**src/rtl/neuron_pkg.sv**
```systemverilog
// Shared types and constants for the neuron core and its consumers.
// Q16.16 word type, spike-monitor defaults and the event record.
package neuron_pkg;

  typedef logic signed [31:0] q16_16_t;

  localparam q16_16_t VTH = 32'sh001E_0000;
  localparam q16_16_t C0 = 32'sh0001_0000;
  localparam logic [31:0] DROP_TH_D = 32'h0014_0000;
  localparam int PERIOD = 13;

  typedef struct packed {
    logic [15:0] isi;
    logic [31:0] gm;
  } ev_t;

  function automatic logic [15:0] sat_inc16(
    input logic [15:0] x
  );
    return (x == 16'hFFFF) ? x : x + 16'd1;
  endfunction

endpackage

```
**src/rtl/spike_monitor_ev_hold.sv**
```systemverilog
// ev_hold_reg: single-entry valid/ready holding register.
// Ports: push/din in, ready in, clr_ovf in; valid/dout/ovf out.
import neuron_pkg::*;

module ev_hold_reg (
  input  logic clk,
  input  logic rst,
  input  logic push,
  input  ev_t  din,
  input  logic ready,
  input  logic clr_ovf,
  output logic valid,
  output ev_t  dout,
  output logic ovf
);

  always_ff @(posedge clk) begin
    if (rst) begin
      valid <= 1'b0;
      dout <= '0;
      ovf <= 1'b0;
    end else begin
      // A pop in the same cycle frees the slot for the new record.
      if (push && (!valid || ready)) begin
        valid <= 1'b1;
        dout <= din;
      end else if (ready) begin
        valid <= 1'b0;
      end
      if (clr_ovf)
        ovf <= 1'b0;
      else if (push && valid && !ready)
        ovf <= 1'b1;
    end
  end

endmodule

```
**src/rtl/spike_monitor.sv**
```systemverilog
// Samples the Q16.16 neuron state once per step, detects spikes from
// the reset drop, counts spikes, tracks ISI and a windowed rate.
// Ports: clk, rst, iv1i/iv1d, iGmi/iGmd, clr_cnt, ev_ready in;
// sample_stb, spike, spike_cnt, rate, rate_stb, ev_* out.
import neuron_pkg::*;

module spike_monitor #(
  parameter int          PERIOD  = 13,
  parameter logic [31:0] DROP_TH = DROP_TH_D,
  parameter int          REFRAC  = 2,
  parameter int          WINDOW  = 1000
) (
  input  logic        clk,
  input  logic        rst,
  input  logic [15:0] iv1i,
  input  logic [15:0] iv1d,
  input  logic [15:0] iGmi,
  input  logic [15:0] iGmd,
  input  logic        clr_cnt,
  input  logic        ev_ready,
  output logic        sample_stb,
  output logic        spike,
  output logic [15:0] spike_cnt,
  output logic [15:0] rate,
  output logic        rate_stb,
  output logic        ev_valid,
  output logic [15:0] ev_isi,
  output logic [31:0] ev_gm,
  output logic        ev_ovf
);

  localparam int PW = $clog2(PERIOD);
  localparam int WW = $clog2(WINDOW);
  localparam int RW = $clog2(REFRAC + 1);

  logic [PW-1:0] phase;
  logic [WW-1:0] wcnt;
  logic [RW-1:0] refr;
  logic [15:0]   since;
  logic [15:0]   wspk;
  logic          primed;
  logic          has_prev;
  q16_16_t       prev_v;
  q16_16_t       cur_v;
  q16_16_t       cur_gm;

  logic               smp;
  logic               wrap;
  logic               hit;
  logic               drop_ok;
  logic signed [32:0] diff;
  ev_t                ev_in;
  ev_t                ev_q;

  assign cur_v  = {iv1i, iv1d};
  assign cur_gm = {iGmi, iGmd};
  assign smp    = (phase == '0);

  // Sign-extend to 33 bits so the fall never wraps.
  assign diff = $signed({prev_v[31], prev_v})
              - $signed({cur_v[31], cur_v});
  assign drop_ok = (diff >= $signed({1'b0, DROP_TH}));

  assign hit  = smp && primed && (refr == '0) && drop_ok;
  assign wrap = smp && (wcnt == WW'(WINDOW - 1));

  assign ev_in.isi = since;
  assign ev_in.gm  = cur_gm;

  always_ff @(posedge clk) begin
    if (rst) begin
      phase <= '0;
      wcnt <= '0;
      refr <= '0;
      since <= '0;
      wspk <= '0;
      primed <= 1'b0;
      has_prev <= 1'b0;
      prev_v <= '0;
      sample_stb <= 1'b0;
      spike <= 1'b0;
      spike_cnt <= '0;
      rate <= '0;
      rate_stb <= 1'b0;
    end else begin
      sample_stb <= smp;
      spike <= hit;
      rate_stb <= wrap;

      if (phase == PW'(PERIOD - 1))
        phase <= '0;
      else
        phase <= phase + PW'(1);

      if (clr_cnt)
        spike_cnt <= '0;
      else if (hit)
        spike_cnt <= sat_inc16(spike_cnt);

      if (smp) begin
        prev_v <= cur_v;
        primed <= 1'b1;

        if (hit)
          refr <= RW'(REFRAC);
        else if (refr != '0)
          refr <= refr - RW'(1);

        // since = samples elapsed since the last spike.
        since <= hit ? 16'd1 : sat_inc16(since);
        if (hit)
          has_prev <= 1'b1;

        if (wrap) begin
          wcnt <= '0;
          rate <= wspk + {15'd0, hit};
          wspk <= '0;
        end else begin
          wcnt <= wcnt + WW'(1);
          wspk <= wspk + {15'd0, hit};
        end
      end
    end
  end

  ev_hold_reg u_ev (
    .clk     (clk),
    .rst     (rst),
    .push    (hit && has_prev),
    .din     (ev_in),
    .ready   (ev_ready),
    .clr_ovf (clr_cnt),
    .valid   (ev_valid),
    .dout    (ev_q),
    .ovf     (ev_ovf)
  );

  assign ev_isi = ev_q.isi;
  assign ev_gm  = ev_q.gm;

endmodule

```
**config.mk**
```make
export PLATFORM = sky130hd
export DESIGN_NAME = spike_monitor
export DESIGN_NICKNAME = d
export VERILOG_FILES = /design/src/rtl/neuron_pkg.sv /design/src/rtl/spike_monitor_ev_hold.sv /design/src/rtl/spike_monitor.sv
export SDC_FILE = /design/constraint.sdc
export NUM_CORES = 1
export LEC_CHECK = 0
export ABC_AREA = 1
export BUFFER_PORTS_ARGS = -buffer_cell sky130_fd_sc_hd__buf_4
export CORE_ASPECT_RATIO = 1.75
export CORE_UTILIZATION = 62
export CTS_CLUSTER_DIAMETER = 30
export DETAILED_ROUTE_END_ITERATION = 8
export GPL_TIMING_DRIVEN = 0
export PLACE_DENSITY = 0.89
export SETUP_SLACK_MARGIN = 0.05
export SLEW_MARGIN = 20
export SYNTH_ARGS = -nofsm -noshare
export SYNTH_HDL_FRONTEND = slang
export SYNTH_HIERARCHICAL = 1
export SYNTH_SLANG_ARGS = --single-unit
```
**constraint.sdc**
```tcl
create_clock -name clk -period 11.29 [get_ports clk]
set_input_delay 0.5645 -clock clk [delete_from_list [all_inputs] [get_ports clk]]
set_output_delay 0.5645 -clock clk [all_outputs]
set_load 0.005 [all_outputs]
```
# Yosys cells after proc, flatten, opt, wreduce, memory -nomap -nowiden
# Cells that the tools add are included.
# Widths: inputs -> output; s select.
dict set report op_classes {
  n_addsub 7
  n_eq_ne 5
  reduce_logical 23
  mux 8
  n_lt_le_gt_ge 1
  bitwise 1
}
# op n
set ops {}
lappend ops {{$mux 16} 3}
lappend ops {{$ge 33x22->1 const B} 1}
lappend ops {{$sub 32x32->33} 1}
lappend ops {{$add 16x1->16 const B} 2}
lappend ops {{$eq 16x16->1 const B} 2}
lappend ops {{$add 16x1->16} 1}
lappend ops {{$add 10x1->10 const B} 1}
lappend ops {{$eq 10x10->1 const B} 1}
lappend ops {{$mux 10} 1}
lappend ops {{$reduce_and 2->1} 5}
lappend ops {{$logic_and 1x1->1} 8}
lappend ops {{$reduce_bool 2->1} 3}
lappend ops {{$add 4x1->4 const B} 1}
lappend ops {{$eq 4x4->1 const B} 1}
lappend ops {{$logic_not 4->1} 1}
lappend ops {{$mux 2} 2}
lappend ops {{$reduce_or 2->1} 2}
lappend ops {{$logic_not 1->1} 2}
lappend ops {{$logic_not 2->1} 1}
lappend ops {{$mux 1} 2}
lappend ops {{$ne 2x2->1 const B} 1}
lappend ops {{$sub 2x1->2 const B} 1}
lappend ops {{$logic_or 1x1->1} 1}
lappend ops {{$not 1->1} 1}
dict set report totals {
  ff_bits 167
  word_cells 62
}

# Depth between registers and ports, before layout
dict set report depth {
  depth_word 7
  mapped_depth 31
  ltp_nobuf 30
}

# Cells and area by module
# The synthesis kept the hierarchy.
# mod area_per_inst_um2 cells_per_inst n_inst
set by_module_without_submodules {}
lappend by_module_without_submodules {spike_monitor 7671.1 1244 1}
lappend by_module_without_submodules {ev_hold_reg 2352.3 325 1}

# Least setup slack after synthesis
# OpenSTA, ideal clock, no wires.
dict set report synth_path {
  kind {input -> register}
  from {in iv1d[0]}
  to {reg wspk[14]}
  required_time_ns 11.220
  cell_stages 28
  setup_time_ns 0.070
  path_buffers 1
  arrival_time_ns 3.956
  path_slack_ns 7.264
  path_cell_list {ha_1 fa_1 inv_1 nand2_1 nand2_1 nand3_1 nand2_1 nand2_1 nand2_1 nand2_1 nand3b_1 nand2_1 a21oi_1 nor2_1 nand2_2 nand3_4 inv_2 buf_4 ha_1 ha_1 nand2_1 nor3b_1 nand3_1 nor3b_1 nand3_1 xnor2_1 nand2_1 a21oi_1}
}
dict set report synth_between {
  elab_chain_len 5
}
# item line_no
set synth_lines {}
lappend synth_lines {{start: declaration} spike_monitor.sv:16} ;# input logic [15:0] iv1d,
lappend synth_lines {{$sub 32x32->33} spike_monitor.sv:61} ;# - $signed({cur_v[31], cur_v});
lappend synth_lines {{$ge 33x22->1} spike_monitor.sv:62} ;# assign drop_ok = (diff >= $signed({1'b0, DROP_TH}));
lappend synth_lines {{$logic_and 1x1->1} spike_monitor.sv:64} ;# assign hit = smp && primed && (refr == '0) && drop_ok;
lappend synth_lines {{net hit} spike_monitor.sv:49} ;# logic hit;
lappend synth_lines {{$add 16x1->16} spike_monitor.sv:120} ;# wspk <= wspk + {15'd0, hit};
lappend synth_lines {{$mux 16} spike_monitor.sv:114} ;# if (wrap) begin
lappend synth_lines {{end signal: assignment} spike_monitor.sv:120}
lappend synth_lines {{end: declaration} spike_monitor.sv:40} ;# logic [15:0] wspk;
# The timed path passes the listed nets, and every way through them passes these cells.
# A chain may end at the register's enable or synchronous reset.

# Worst setup path in the final report
dict set report layout_path {
  from {reg prev_v[0]}
  to {reg wspk[14]}
}
dict set report layout_between {
  elab_chain_len 5
}
# item line_no
set layout_lines {}
lappend layout_lines {{start: declaration} spike_monitor.sv:43} ;# q16_16_t prev_v;
lappend layout_lines {{start signal: assignment} spike_monitor.sv:101} ;# prev_v <= cur_v;
lappend layout_lines {{$sub 32x32->33} spike_monitor.sv:61}
lappend layout_lines {{$ge 33x22->1} spike_monitor.sv:62}
lappend layout_lines {{$logic_and 1x1->1} spike_monitor.sv:64}
lappend layout_lines {{net hit} spike_monitor.sv:49}
lappend layout_lines {{$add 16x1->16} spike_monitor.sv:120}
lappend layout_lines {{$mux 16} spike_monitor.sv:114}
# The timed path passes the listed nets, and every way through them passes these cells.

==> run_results.csv <==
group,metric,value,unit
yosys,synth.distinct_cells,40,
yosys,synth_area,10000,um^2
finish,drive_gt1_frac,0.152,
global_route,grt_usage,0.315,
finish,finalNetCount,1849,
clock_tree,root_buffer,"clkbuf_16",
yosys,synth-seq-area-share,0.334,
sta,worst_pin_slew,0.649,ns
routing,route.met2.wl,14.3,mm
sta,worst_slack,6.47,ns
yosys,ys_ff_latch,167,
finish,n_antenna_cell,0,
placement,post_dp_cell_area,11400,um^2
finish,layout_common_cells,"446 x nand2_1, 267 x inv_1, 167 x dfxtp_1",
run,maxCapViolCount,0,
clock_tree,clockBufferDepth,2,
routing,wl_met3,1.03,mm
power,p_leak,6.19,nW
yosys,synth_edf_count,0,
routing,firstDrtPassIters,8,
routing,drtAntennaViolNets,0,
routing,totalWireLength,25.9,mm
routing,route.vias.total,10200,
finish,area_growth,19.8,%
global_route,grt_pass1_vias,9754,
yosys,netlist_instances,1569,
power,vdd_drop_max,0.000101,V
yosys,post_synth.cell_area_avg,6.39,um^2
sta,holdWs,0.342,ns
critical_path,critical_path_class,"reg2reg",
power,power_density,133,nW/um^2
routing,drt-met1-wl,9.27,mm
sta,fin_setup_tns,0,ns
clock_tree,cts.clk_slew.worst_paths,0.06,ns
routing,wl_per_cell,13.4,um
sta,slew_violations,0,
yosys,ys.flop_type,"dfxtp_1",
clock_tree,cts-htree-levels,4,
finish,instances_no_fill,1942,
die,start_util,0.631,
sta,finalCritPeriodShare,0.427,
routing,vias_per_cell,5.26,
clock_tree,cts_tree,"built",
sta,final_hold_viol_count,0,
clock_tree,clock-sinks,167,
routing,drcViolationCount,15,
critical_path,end_kind,"flop",
die,die_width,98.1,um
die,dieHeight,170,um
die,die_area,16700,um^2
sta,rsz0062_at_grt,"no",
placement,hpwlAfterDp,19.9,mm
clock_tree,postCtsSetupRepairBufs,0,
critical_path,cp_slowest_cell,"nor3b_1",
routing,drtIter0Drc,514,
yosys,yosys-top-cells-area,"dfxtp_1 33%, nand2_1 17%, inv_1 10%, nand3_1 6.9%, a21oi_1 5.8%",
run_status,status,"complete, but fails checks",
critical_path,cp_max_fo,10,
sta,max-slew-margin-rel,0.566,
clock_tree,cts_resized,0,
placement,dp.cells,1910,
sta,period_needed,4.82,ns
critical_path,critPathRequiredTime,11.64,ns
critical_path,cp.arrival,5.17,ns
clock_tree,numCtsBuffers,17,
critical_path,cp_slowest_stage_delay,0.42,ns
critical_path,worst-r2r-cell-count,29,
placement,gp_congestion,0.961,
clock_tree,hold_buffers,0,
global_route,antenna_found_initial,0,
finish,final_common_cell,"nand2_1",
sta,timing.fmax,208,MHz
placement,dp_slack,6.21,ns
yosys,async_reset_ff_frac,0,
die,placementRows,61,
clock_tree,worst_skew_pair.late_latency,0.43,ns
global_route,grt_first_pass_wirelength,42.4,mm
yosys,yosys_warnings,6,
die,top_level_ports,153,
run_status,violations,"DRC",
sta,skew,0.0112,ns
yosys,synth_area_leader_cell,"dfxtp_1",
critical_path,ff2ff_setup_slack,6.47,ns
min_path,hp-class,"in2reg",
sta,finalSetupViolations,0,
die,core,15900,um^2
critical_path,crit_path_frequent_cell,"nand2_1",
min_path,min_path_cells,2,
yosys,yosysTopAreaCellShare,0.334,
critical_path,start_kind,"flop",
global_route,grt_max_degree,17,
yosys,syn_nets,1678,
placement,io_buffers,152,
global_route,grt-ovfl-total,0,
finish,finish.instance_area,12000,um^2
routing,top_layer,"met4",
==> metal layers <==
layer | vias to the layer above | GRT usage
met5 | - | 0
li1 | 5216 | -
met1 | 4585 | 0.282
met2 | 303 | 0.631
met4 | 0 | 0.209
met3 | 102 | 0.0497
==> layout make-up <==
class                   count  area (um^2)
repair buffers            152         1140
flip-flops and latches    167         3340
inverters                 272         1020
fillers                  1300         3870
clock buffers              20          467
plain buffers              58          338
clock inverters            12          141
well taps                 189          236
multi-input cells        1072         5320
==> cell families after synthesis <==
family	count (synthesis)	share of synthesized area
DFF	167	0.334
and+or+nand+nor	802	0.339
buffers and inverters	330	0.136
xor gates and xnor gates	36	0.0315
adders and majority gates	41	0.0519
AOI/OAI and AO/OA	193	0.109
==> final timing paths <==
kind                                 from          to
worst max-delay path            prev_v[0]    wspk[14]
worst min-delay path                  rst  u_ev/valid
worst max register to register  prev_v[0]    wspk[14]
worst min register to register   phase[0]    phase[0]
==> report_power, final <==
part           switching (mW)  internal [mW]
registers              0.0225          0.621
logic                   0.225          0.128
clock network           0.252          0.347
==> sequential cells by signal (all words and copies together), names as in the netlist <==
name        cells
u_ev/dout      48
prev_v         32
rate           16
since          16
spike_cnt      16
wspk           16
wcnt           10
phase           4
refr            2
has_prev        1
primed          1
rate_stb        1
sample_stb      1
spike           1
u_ev/ovf        1
u_ev/valid      1
==> synth_stat cells (3+ instances only) <==
master      n
a21oi_1   116
a21oi_2    29
and2_1      5
buf_2      16
buf_4       6
buf_6       9
clkbuf_1   24
dfxtp_1   167
ha_1       40
inv_1     267
inv_2       5
nand2_1   446
nand3_1   139
nand3b_1    7
nand4_1    11
nor2_1    153
nor2_2      3
nor3_1     13
nor3_2      3
nor3b_1     7
nor4_1      4
o21ai_0    41
or2_2       4
xnor2_1     7
xor2_1     29
==> stage by stage <==
stage | utilization | total power [mW]
2_1_floorplan | - | 0.901
5_1_grt | 0.756 | 1.67
6_report | 0.756 | 1.60
3_5_place_dp | 0.718 | 1.00
3_3_place_gp | 0.718 | 0.994
4_1_cts | 0.756 | 1.60
==> worst max-delay path, delay by kind of cell, from the launching register on <==
kind                     cells  cell delay, ns
AO/OA/AOI/OAI                2            0.35
XOR/XNOR                     1            0.23
adder cells (fa/ha/maj)      4            1.01
buffers and inverters        4            0.49
flip-flops                   1            0.31
AND/OR/NAND/NOR             18            2.37
Power figures use the tool's default switching activity.
